**src/rtl/fifo_sync_param.sv**
```systemverilog
// Parametrised single-clock FIFO with first-word fall-through output, occupancy
// count, almost-full/empty thresholds, sticky error flags and synchronous flush.
module fifo_sync_param #(
  parameter int WIDTH     = 8,
  parameter int DEPTH     = 8,
  parameter int AF_THRESH = DEPTH - 2,
  parameter int AE_THRESH = 2
) (
  input  logic                       CLK,
  input  logic                       rst_n,
  input  logic                       push,
  input  logic                       pop,
  input  logic                       flush,
  input  logic [WIDTH-1:0]           data_in,
  output logic [WIDTH-1:0]           data_out,
  output logic                       empty,
  output logic                       full,
  output logic                       almost_full,
  output logic                       almost_empty,
  output logic [$clog2(DEPTH):0]     count,
  output logic                       overflow,
  output logic                       underflow
);

  localparam int AW = $clog2(DEPTH);
  localparam int CW = AW + 1;
  localparam logic [CW-1:0] AF_LEVEL = CW'(AF_THRESH);
  localparam logic [CW-1:0] AE_LEVEL = CW'(AE_THRESH);

  logic [WIDTH-1:0] mem [DEPTH];
  logic [CW-1:0]    wr_ptr;
  logic [CW-1:0]    rd_ptr;
  logic             push_ok;
  logic             pop_ok;

  // The extra MSB on each pointer distinguishes full from empty when the
  // storage indices coincide.
  assign empty        = (wr_ptr == rd_ptr);
  assign full         = (wr_ptr[AW-1:0] == rd_ptr[AW-1:0]) && (wr_ptr[AW] != rd_ptr[AW]);
  assign count        = wr_ptr - rd_ptr;
  assign almost_full  = (count >= AF_LEVEL);
  assign almost_empty = (count <= AE_LEVEL);
  assign data_out     = mem[rd_ptr[AW-1:0]];

  // A simultaneous pop frees the head slot, so a push into a full FIFO is legal.
  assign push_ok = push & (~full | pop);
  assign pop_ok  = pop & ~empty;

  // NOTE: state registers use non-blocking assignments so every flop samples
  // the pre-edge values, regardless of statement order.
  always_ff @(posedge CLK or negedge rst_n) begin
    if (!rst_n) begin
      wr_ptr    <= '0;
      rd_ptr    <= '0;
      overflow  <= 1'b0;
      underflow <= 1'b0;
    end else if (flush) begin
      wr_ptr    <= '0;
      rd_ptr    <= '0;
      overflow  <= 1'b0;
      underflow <= 1'b0;
    end else begin
      if (push_ok) wr_ptr <= wr_ptr + CW'(1);
      if (pop_ok)  rd_ptr <= rd_ptr + CW'(1);
      if (push && full && !pop) overflow  <= 1'b1;
      if (pop && empty)         underflow <= 1'b1;
    end
  end

  // NOTE: storage has no reset; the pointers alone define which entries are
  // valid, and leaving the array unreset lets it map onto plain RAM.
  always_ff @(posedge CLK) begin
    if (!flush && push_ok) mem[wr_ptr[AW-1:0]] <= data_in;
  end

endmodule

```
**config.mk**
```make
export PLATFORM = sky130hd
export DESIGN_NAME = fifo_sync_param
export DESIGN_NICKNAME = d
export VERILOG_FILES = /design/src/rtl/fifo_sync_param.sv
export SDC_FILE = /design/constraint.sdc
export NUM_CORES = 1
export LEC_CHECK = 0
export CAP_MARGIN = 20
export CORE_AREA = 3 3 87 89
export CTS_BUF_LIST = sky130_fd_sc_hd__clkbuf_4
export CTS_CLUSTER_SIZE = 25
export DETAILED_ROUTE_END_ITERATION = 6
export DIE_AREA = 0 0 90 92
export PLACE_DENSITY_LB_ADDON = 0.1
export SLEW_MARGIN = 20
export SYNTH_ARGS = -nofsm -noshare
export SYNTH_HDL_FRONTEND = slang
export SYNTH_SLANG_ARGS = --single-unit
```
**constraint.sdc**
```tcl
create_clock -name CLK -period 3.55 [get_ports CLK]
set_clock_uncertainty 0.1 [all_clocks]
set_input_delay 0.8875 -clock CLK [delete_from_list [all_inputs] [get_ports CLK]]
set_output_delay 0.8875 -clock CLK [all_outputs]
set_load 0.02 [all_outputs]
```
==> flow_summary.json <==
{
  "status": "finished clean",
  "syn_nets": 222,
  "grt_pass1_vias": 1916,
  "maxCapViolCount": 0,
  "cp.buffers_inverters": 2,
  "clock_sinks": 74,
  "htree_levels": 3,
  "yosysSeqAreaShare_pct": 68.5,
  "rsz0062_at_grt": "no",
  "fin_setup_tns_ns": 0,
  "hold_class": "flip-flop to flip-flop",
  "post-route-period-util_pct": 95.3,
  "wl_mm": 6.45,
  "yosysTopAreaCellShare_pct": 60.6,
  "synth_warnings": 0,
  "avgRoutedWirePerCell_um": 18.3,
  "crit_fanout": 20,
  "grt_pass1_wl_mm": 10.2,
  "tightestPinTransition_ns": 0.692,
  "synth_common_cells": "edfxtp_1, nand2_1, nor2_1",
  "crit_chain": "buf_4 -> mux4_2 -> nand2_1 -> nand2_1 -> clkdlybuf4s50_1",
  "place_congestion": 0.783,
  "synthCells": 203,
  "slowest_delay_ns": 0.56,
  "port_buffers": 30,
  "via_per_inst": 5.21,
  "cts_setup_buffers": 0,
  "min_to": "underflow$_DFFE_PN0P_",
  "cts_buffer_depth": 2,
  "power_density_nw_per_um2": 536,
  "yosysTopAreaCell": "edfxtp_1",
  "area_growth_pct": 21.6,
  "std_cell_rows": 30,
  "r2r_setup_slack_ns": 1.23,
  "syn_area_um2": 3170,
  "start_util_pct": 46.4,
  "path_clk_slew_ns": 0.12,
  "synth.most_common_cell": "edfxtp_1",
  "synth-main-ff-cell": "edfxtp_1",
  "critical_path.top_delay_family": "buffers and inverters",
  "postRouteAntennaNets": 0,
  "slew_headroom_pct": 53.6,
  "avgSynthCellArea_um2": 15.6,
  "cts_hold_buf": 0,
  "power_leakage_nw": 1.40,
  "io_pins": 31,
  "drv_slew": 0,
  "core_um2": 6830,
  "die_h_um": 92,
  "finish.utilization_pct": 56.4,
  "synthDistinctLibCells": 32,
  "slowest_stage": "mux4_2",
  "peakVddDrop_mv": 0.325,
  "r2r_end": "mem[4][5]$_DFFE_PP_",
  "worst_path_most_repeated_cell": "nand2_1",
  "grt_max_degree": 21,
  "rr_startpoint": "rd_ptr[1]$_DFFE_PN0P_",
  "fmax_ghz": 0.296,
  "nFillCells": 588,
  "cp.required_ns": 2.56,
  "power.total_mw": 2.07,
  "cts_resized": 3,
  "vias": 1840,
  "gr-total-overflow": 0,
  "cp-start-kind": "flip-flop",
  "drive_above_1_share_pct": 20.2,
  "cts_tree": "yes",
  "antenna_found_initial": 0,
  "grt.total_usage_pct": 16.7,
  "setup_viol": 0,
  "synth-seq-cells": 74,
  "critPathArrivalTime_ns": 2.39,
  "synth-edff-count": 64,
  "clock_latency_ns": 0.42,
  "setup.worst_path.end_class": "output pin",
  "final_hold_viol_count": 0,
  "nNetsFinal": 271,
  "cts_made_buffers": 9,
  "min-delay-start": "underflow$_DFFE_PN0P_",
  "path_class": "flip-flop to output pin",
  "dieArea_um2": 8280,
  "drt_first_iter_violations": 122,
  "first_pass_iters": 4,
  "worst_r2r_path_depth": 6,
  "hold_depth": 2,
  "synthTopCellsByArea": "edfxtp_1, mux4_2, dfrtp_1",
  "diodes": 0,
  "async_reset_ff_share_pct": 13.5,
  "cts_root_buf": "clkbuf_4",
  "die_w_um": 90,
  "dp_hpwl_mm": 4.31,
  "drc": 0,
  "fin_crit_ns": 3.38
}
-- sequential cells by signal (all words and copies together), names as in the netlist --
name	count
mem	64
rd_ptr	4
wr_ptr	4
overflow	1
underflow	1
-- worst register-to-register path, delay by kind of cell (launching register included) --
kind,cells,cell delay (ns)
and+or+nand+nor,2,0.32
DFF,1,0.46
AOI/OAI and AO/OA,1,0.56
buffers and inverters,2,0.32
adders and majority gates,1,0.32
-- logic make-up after synthesis --
group | share of synthesized area (%)
flops | 68.5
simple gates | 8.45
mux | 13.8
compound gates | 3.55
buf+inv | 2.21
fa+ha+maj | 2.61
xor+xnor | 0.829
-- metal layers --
layer | GRT usage, % | wire, um | up-vias
met3 | 3.28 | 320 | 16
li1 | - | - | 871
met2 | 26.3 | 3070 | 47
met5 | 0 | 0 | -
met1 | 22.5 | 2930 | 906
met4 | 8.04 | 129 | 0
-- placed cells by master, fill, tap and decap left out, drive strengths merged, types with 2 or more instances in the layout --
| cell | n |
|---|---|
| a21oi | 6 |
| a31oi | 3 |
| and3 | 2 |
| buf | 15 |
| bufinv | 3 |
| clkbuf | 11 |
| clkdlybuf4s50 | 27 |
| clkinv | 3 |
| dfrtp | 10 |
| dlygate4sd2 | 2 |
| edfxtp | 64 |
| ha | 5 |
| inv | 8 |
| mux2 | 6 |
| mux4 | 16 |
| nand2 | 32 |
| nand4 | 2 |
| nor2 | 20 |
| nor2b | 4 |
| nor3 | 2 |
| o311ai | 2 |
| xnor2 | 2 |
-- power breakdown --
part / internal (mW) / switching, mW / total (mW) / leakage (nW)
Clock: 0.372 / 0.295 / 0.666 / 0.0987
Sequential: 0.963 / 0.0114 / 0.974 / 0.713
Combinational: 0.200 / 0.224 / 0.425 / 0.589
Total: 1.53 / 0.530 / 2.07 / 1.40
-- final cells by class --
cell class	instances	area (um^2)	area share (%)
sequential	74	2170	56.4
multi-input combinational	113	927	24.1
timing repair buffer	45	413	10.7
tap	96	120	3.12
clock inverter	5	103	2.66
clock buffer	11	82.6	2.14
inverter	9	33.8	0.877
-- worst max path at each step --
stage | from | end | cells after the start | slack (ns)
final | rd_ptr[0]$_DFFE_PN0P_ | data_out[1] | 5 | 0.17
after global routing | rd_ptr[0]$_DFFE_PN0P_ | data_out[5] | 5 | 0.05
after CTS | wr_ptr[0]$_DFFE_PN0P_ | count[2] | 5 | 0.08
after detailed placement | wr_ptr[0]$_DFFE_PN0P_ | almost_empty | 7 | 0.35
after global placement | wr_ptr[0]$_DFFE_PN0P_ | almost_full | 7 | 0.42
after floorplan | rd_ptr[2]$_DFFE_PN0P_ | almost_full | 6 | 0.50
-- per-stage QoR --
stage / hold slack, ns / instance area [um^2] / instances / setup slack [ns]
after global routing: 0.430 / 3850 / 353 / 0.0510
after floorplan: 0.492 / 3170 / 203 / 0.501
after global placement: 0.383 / 3670 / 337 / 0.417
after detailed placement: 0.387 / 3670 / 337 / 0.346
after CTS: 0.413 / 3850 / 353 / 0.0844
final: 0.411 / 3850 / 353 / 0.168
Power figures use the tool's default switching activity.
